===== config.mk =====
export PLATFORM = sky130hd
export DESIGN_NAME = segundos_unidades_tick_flat
export DESIGN_NICKNAME = d
export VERILOG_FILES = /design/src/rtl/segundos_unidades_tick_if.sv /design/src/rtl/segundos_unidades_tick.sv /design/src/flat_wrapper.sv
export SDC_FILE = /design/constraint.sdc
export NUM_CORES = 1
export LEC_CHECK = 0
export ABC_AREA = 1
export ABC_CLOCK_PERIOD_IN_PS = 2000
export BUFFER_PORTS_ARGS = -buffer_cell sky130_fd_sc_hd__buf_4
export CAP_MARGIN = 15
export CORE_MARGIN = 3
export CORE_UTILIZATION = 51
export CTS_BUF_LIST = sky130_fd_sc_hd__clkbuf_4 sky130_fd_sc_hd__clkbuf_8
export DETAILED_ROUTE_END_ITERATION = 10
export PLACE_DENSITY = 0.68
export SETUP_SLACK_MARGIN = 0.02
export SYNTH_ARGS = -nofsm -noshare
export SYNTH_HDL_FRONTEND = slang
export SYNTH_SLANG_ARGS = --single-unit

===== constraint.sdc =====
create_clock -name clk -period 2 [get_ports clk]
set_clock_uncertainty 0.1 [all_clocks]
set_input_delay 0.4 -clock clk [delete_from_list [all_inputs] [get_ports clk]]
set_output_delay 0.4 -clock clk [all_outputs]
set_load 0.01 [all_outputs]

===== src/rtl/segundos_unidades_tick_if.sv =====
// Bus bundle for the seconds-units countdown stage: control inputs and digit/status outputs.
// The ext_tick signal exists only when EXT_TICK_EN is defined.
interface segundos_unidades_tick_if;
    logic [3:0] data;
    logic       loadn;
    logic       en;
    logic       upper_zero;
`ifdef EXT_TICK_EN
    logic       ext_tick;
`endif
    logic [3:0] units;
    logic       tick;
    logic       tc;
    logic       zero;
    logic       done;

    modport master (
        output data, loadn, en, upper_zero,
`ifdef EXT_TICK_EN
        output ext_tick,
`endif
        input  units, tick, tc, zero, done
    );

    modport slave (
        input  data, loadn, en, upper_zero,
`ifdef EXT_TICK_EN
        input  ext_tick,
`endif
        output units, tick, tc, zero, done
    );
endinterface


===== src/rtl/segundos_unidades_tick.sv =====
// Seconds-units stage of the mm:ss countdown: prescaler timebase plus BCD mod-10 down counter.
// Define EXT_TICK_EN to drop the internal prescaler and take the tick from bus.ext_tick.
module segundos_unidades_tick #(
    parameter int unsigned PRESCALE = 50000000,
    parameter int unsigned PW       = 26
) (
    input logic clk,
    input logic clear,
    segundos_unidades_tick_if.slave bus
);

    logic [3:0] units_q, units_d;
    logic       tick_q, tick_d;
    logic       done_q, done_d;
    logic       running;
`ifndef EXT_TICK_EN
    logic [PW-1:0] presc_q, presc_d;
`endif

    assign running = bus.en & ~done_q;

    always_comb begin
        units_d = units_q;
        tick_d  = 1'b0;
        done_d  = done_q;
`ifndef EXT_TICK_EN
        presc_d = presc_q;
`endif
        if (!bus.loadn) begin
            units_d = (bus.data > 4'd9) ? 4'd9 : bus.data;
            done_d  = 1'b0;
`ifndef EXT_TICK_EN
            presc_d = '0;
`endif
        end else if (running) begin
`ifdef EXT_TICK_EN
            tick_d = bus.ext_tick;
`else
            if (presc_q == PW'(PRESCALE - 1)) begin
                presc_d = '0;
                tick_d  = 1'b1;
            end else begin
                presc_d = presc_q + PW'(1);
            end
`endif
            // Digit moves on the edge that ends the registered tick cycle.
            if (tick_q) begin
                if (units_q != 4'd0) begin
                    units_d = units_q - 4'd1;
                end else if (!bus.upper_zero) begin
                    units_d = 4'd9;
                end else begin
                    done_d = 1'b1;
                end
            end
        end
    end

    always_ff @(posedge clk or posedge clear) begin
        if (clear) begin
            units_q <= '0;
            tick_q  <= 1'b0;
            done_q  <= 1'b0;
`ifndef EXT_TICK_EN
            presc_q <= '0;
`endif
        end else begin
            units_q <= units_d;
            tick_q  <= tick_d;
            done_q  <= done_d;
`ifndef EXT_TICK_EN
            presc_q <= presc_d;
`endif
        end
    end

    assign bus.units = units_q;
    assign bus.tick  = tick_q;
    assign bus.done  = done_q;
    assign bus.zero  = (units_q == 4'd0);
    assign bus.tc    = tick_q & (units_q == 4'd0) & ~bus.upper_zero;

endmodule


===== src/flat_wrapper.sv =====
// flat-port wrapper written by rule: the top's interface ports become plain ports
module segundos_unidades_tick_flat 
#(
    parameter int unsigned PRESCALE = 50000000,
    parameter int unsigned PW       = 26
)
  (clk, clear, bus_data, bus_loadn, bus_en, bus_upper_zero, bus_units, bus_tick, bus_tc, bus_zero, bus_done);
  segundos_unidades_tick_if bus_i ();
  input logic clk;
  input logic clear;
  input wire logic [$bits(bus_i.data)-1:0] bus_data;
  input wire logic [$bits(bus_i.loadn)-1:0] bus_loadn;
  input wire logic [$bits(bus_i.en)-1:0] bus_en;
  input wire logic [$bits(bus_i.upper_zero)-1:0] bus_upper_zero;
  output wire logic [$bits(bus_i.units)-1:0] bus_units;
  output wire logic [$bits(bus_i.tick)-1:0] bus_tick;
  output wire logic [$bits(bus_i.tc)-1:0] bus_tc;
  output wire logic [$bits(bus_i.zero)-1:0] bus_zero;
  output wire logic [$bits(bus_i.done)-1:0] bus_done;
  assign bus_i.data = bus_data;
  assign bus_i.loadn = bus_loadn;
  assign bus_i.en = bus_en;
  assign bus_i.upper_zero = bus_upper_zero;
  assign bus_units = bus_i.units;
  assign bus_tick = bus_i.tick;
  assign bus_tc = bus_i.tc;
  assign bus_zero = bus_i.zero;
  assign bus_done = bus_i.done;
  segundos_unidades_tick #(.PRESCALE(PRESCALE), .PW(PW)) u_core (.clk(clk), .clear(clear), .bus(bus_i));
endmodule

==> flow_summary.yaml <==
run_status:
  run_status: "completed"
timing:
  fin_tns_setup_ns: 0
  fin_crit_sh: 0.9315
  final.hold.worst_slack_ns: 0.09049
  setup_violations: 0
  final.min_clock_period_ns: 1.863
  max_fclk_ghz: 0.5368
  maxSlewViolCount: 0
  hold_viol_final: 0
  max_slew.worst_pin.slew_ns: 0.4091
  grt_setup_unrepaired: "false"
  timing.max_slew.rel_slack: 0.7273
  finalWorstSetupSlack_ns: 0.1369
placed_design:
  dpl_worst_slack_ns: 0.2051
  gp_routability_congestion: 0.9119
  dp_hpwl_microns: 3435
  numPortBuffers: 16
  place_inst: 363
cells_and_area:
  synthToLayoutAreaGrowth_pct: 12.89
  antenna-diode-count: 0
  number_of_non_filler_instances_in_the_completed_layout: 371
  design.final.nets: 332
  fraction_of_final_layout_cells_sized_beyond_drive_strength_1: 0.1455
  fillCellCount: 372
worst_setup_path:
  cp_num_buf_inv: 3
  critPathLaunchType: "register"
  critical_path.cell_chain: "inv_1, nand2_1, nor2_4, inv_1, nor3_1, buf_4"
  critPathMostFrequentCell: "sky130_fd_sc_hd__inv_1"
  maximum_fanout_count_along_the_critical_path: 4
  required_ns: 1.50
  cpPeakStageDelay_ns: 0.39
  timing.critical_path.to_type: "output pin"
  critical-path-slowest-cell: "sky130_fd_sc_hd__dfrtp_1"
  criticalPathCategory: "reg -> out"
  critical-path-top-delay-family: "flip-flops"
  timing.critical_path.arrival_ns: 1.36
synthesis:
  postSynthRegisterBits: 32
  yosys_warnings: 0
  syn-num-nets: 311
  yosysSeqAreaShare: 0.3929
  synth_xor_area_frac: 0.04727
  synth_fa_ha_area_frac: 0.006139
  syn-instance-count: 301
  synth-compound-area-share: 0.03806
  syn-cell-area_sq_um: 2038
  synth.avg_cell_area_sq_um: 6.771
  yosys.cell_types.count: 24
  largest_family_of_logic_cells_by_synthesized_area: "simple AND/OR/NAND/NOR gates"
  synth_mux_area_frac: 0
  yosys.area_share.simple: 0.4174
die:
  pin_count: 17
  fp.dieW_microns: 69.22
  die_area_sq_um: 4791
  initial_core_util: 0.5445
  fp.coreArea_sq_um: 3744
  die-height_microns: 69.22
  placement_rows: 22
run:
  max_cap_violations: 0
grt:
  grt_max_degree: 33
  number_of_global_route_vias_before_repair: 1803
  grt_pass1_wl_microns: 8031
  gr-usage-all-layers: 0.2075
  globalRoute.totalOverflow: 0
  antenna_found_initial: 0
route:
  drt-wirelength-per-cell_microns: 12.09
  detailedRoute.firstIterationViolations: 114
  number_of_search_and_repair_iterations_in_the_first_detailed_routing_pass: 4
  viasPerCell: 5.059
  drcViolationCount: 0
  num_vias: 1877
  wl_microns: 4486
  antenna_violating_nets_post_route: 0
power:
  internal_power_mw: 1.069
  cellLeakagePower_nw: 1.114
  irDropWorstVdd_v: 0.0004718
  switchingPower_mw: 0.4490
  power.share.combinational: 0.178
  clock_power_share: 0.350
  pwr_density_cell_nw_per_um2: 659.7
  power.switching_fraction: 0.2958
  power.share.sequential: 0.472
worst_hold_path:
  min_path_type: "in -> async"
clock_network:
  clk-insertion-delay-late_ns: 0.29
  max-clock-path-buffers: 2
  clk_root_buffer_cell: "sky130_fd_sc_hd__clkbuf_8"
  tritoncts_buffers: 5
  cts.clk_slew.worst_paths_ns: 0.07
  cts_tree: "done"
  post_cts_hold_buffer_count: 0
  cts_max_level: 2
  total_clock_sinks: 32
-- worst min-delay path, cell delays in order --
cell	delay, ns
sky130_fd_sc_hd__buf_4	0.11
sky130_fd_sc_hd__inv_1	0.04
sky130_fd_sc_hd__buf_4	0.36
-- final timing paths --
kind,startpoint,to,slack [ns],cells after the start
setup / recovery,u_core.bus.units[2],bus_tc,0.14,6
hold / removal,clear,u_core.presc_q[16],0.09,3
setup reg to reg,u_core.bus.done,u_core.presc_q[24],0.25,8
hold reg to reg,u_core.presc_q[1],u_core.presc_q[1],0.42,2
max in group asynchronous,clear,u_core.presc_q[22],1.41,3
min in group clk,bus_en,u_core.bus.done,0.29,3
-- metrics by stage --
step,total power [mW],util,instance area (sq um)
after global routing,1.607,0.6146,2301
after floorplan,0.8987,-,2038
after CTS,1.525,0.6126,2293
final,1.518,0.6146,2301
after global placement,0.9832,0.5866,2196
after detailed placement,0.9918,0.5866,2196
-- power groups by stage --
stage | registers [mW] | clock network [mW] | logic, mW
6_report | 0.716 | 0.531 | 0.271
5_1_grt | 0.722 | 0.578 | 0.307
4_1_cts | 0.716 | 0.545 | 0.264
3_5_place_dp | 0.728 | 0 | 0.264
3_3_place_gp | 0.726 | 0 | 0.258
2_1_floorplan | 0.733 | 0 | 0.166
-- logic make-up after synthesis --
family | after synthesis
adder cells (fa/ha/maj) | 1
XOR/XNOR | 11
AO/OA/AOI/OAI | 15
AND/OR/NAND/NOR | 195
flip-flops | 32
buffers and inverters | 47
-- placed cells by master (no fill, tap or decap) --
cell type and count:
sky130_fd_sc_hd__clkinv_4 1, sky130_fd_sc_hd__o21ai_0 7, sky130_fd_sc_hd__nand3_1 22, sky130_fd_sc_hd__nand2_2 5
sky130_fd_sc_hd__o21ai_1 1, sky130_fd_sc_hd__nand2_1 85, sky130_fd_sc_hd__clkbuf_8 6, sky130_fd_sc_hd__dfrtp_1 32
sky130_fd_sc_hd__xnor2_1 3, sky130_fd_sc_hd__nand4_1 4, sky130_fd_sc_hd__nor2_1 57, sky130_fd_sc_hd__nor2_2 10
sky130_fd_sc_hd__inv_1 42, sky130_fd_sc_hd__a21oi_1 6, sky130_fd_sc_hd__clkinvlp_4 2, sky130_fd_sc_hd__o211ai_1 1
sky130_fd_sc_hd__xor2_1 8, sky130_fd_sc_hd__buf_4 17, sky130_fd_sc_hd__nand3b_1 3, sky130_fd_sc_hd__nand3_2 2
sky130_fd_sc_hd__inv_2 1, sky130_fd_sc_hd__nand2_4 1, sky130_fd_sc_hd__ha_1 1, sky130_fd_sc_hd__nor3_1 4
sky130_fd_sc_hd__nor2_4 2
-- layout make-up --
class / instances / area, sq um / share of cell area
Multi-Input combinational cell: 222 / 1045 / 0.4540
Sequential cell: 32 / 800.8 / 0.3480
Inverter: 44 / 170.2 / 0.07395
Timing Repair Buffer: 17 / 127.6 / 0.05546
Clock buffer: 6 / 82.58 / 0.03589
Tap cell: 48 / 60.06 / 0.02610
Clock inverter: 2 / 15.01 / 0.006525
-- per-layer routing --
metal,vias to the layer above,part of all wire,global-route usage
li1,966,-,-
met1,853,0.50,0.2904
met2,48,0.43,0.3093
met3,10,0.047,0.03768
met4,0,0.024,0.09978
met5,-,0,0
-- timing repair --
action,CTS,global route
endpoints found under the setup margin,0,1
gates resized for setup,0,2
setup buffers,0,0
-- Yosys cell counts --
library cell | number | area [sq um]
sky130_fd_sc_hd__nand3b_1 | 3 | 22.52
sky130_fd_sc_hd__nor2_4 | 1 | 11.26
sky130_fd_sc_hd__inv_1 | 42 | 157.7
sky130_fd_sc_hd__a21oi_1 | 6 | 30.03
sky130_fd_sc_hd__nor2_1 | 58 | 217.7
sky130_fd_sc_hd__nor3_1 | 4 | 20.02
sky130_fd_sc_hd__inv_2 | 1 | 3.750
sky130_fd_sc_hd__nor2_2 | 10 | 62.56
sky130_fd_sc_hd__o211ai_1 | 1 | 7.510
sky130_fd_sc_hd__nand2_1 | 85 | 319.1
sky130_fd_sc_hd__o21ai_0 | 7 | 35.03
sky130_fd_sc_hd__clkinv_4 | 1 | 8.760
sky130_fd_sc_hd__nand2_4 | 1 | 11.26
sky130_fd_sc_hd__xor2_1 | 8 | 70.07
sky130_fd_sc_hd__nand3_1 | 22 | 110.1
sky130_fd_sc_hd__dfrtp_1 | 32 | 800.8
sky130_fd_sc_hd__xnor2_1 | 3 | 26.28
sky130_fd_sc_hd__o21ai_1 | 1 | 5.000
sky130_fd_sc_hd__buf_2 | 2 | 10.01
sky130_fd_sc_hd__nand4_1 | 4 | 25.02
sky130_fd_sc_hd__nand2_2 | 5 | 31.28
sky130_fd_sc_hd__nand3_2 | 2 | 20.02
sky130_fd_sc_hd__ha_1 | 1 | 12.51
sky130_fd_sc_hd__buf_12 | 1 | 20.02
-- state kept, by name, indices dropped and copies added, names as in the netlist --
name              count
u_core.bus.done       1
u_core.bus.tick       1
u_core.bus.units      4
u_core.presc_q       26
Note: power is estimated with default switching activity, not from simulation.
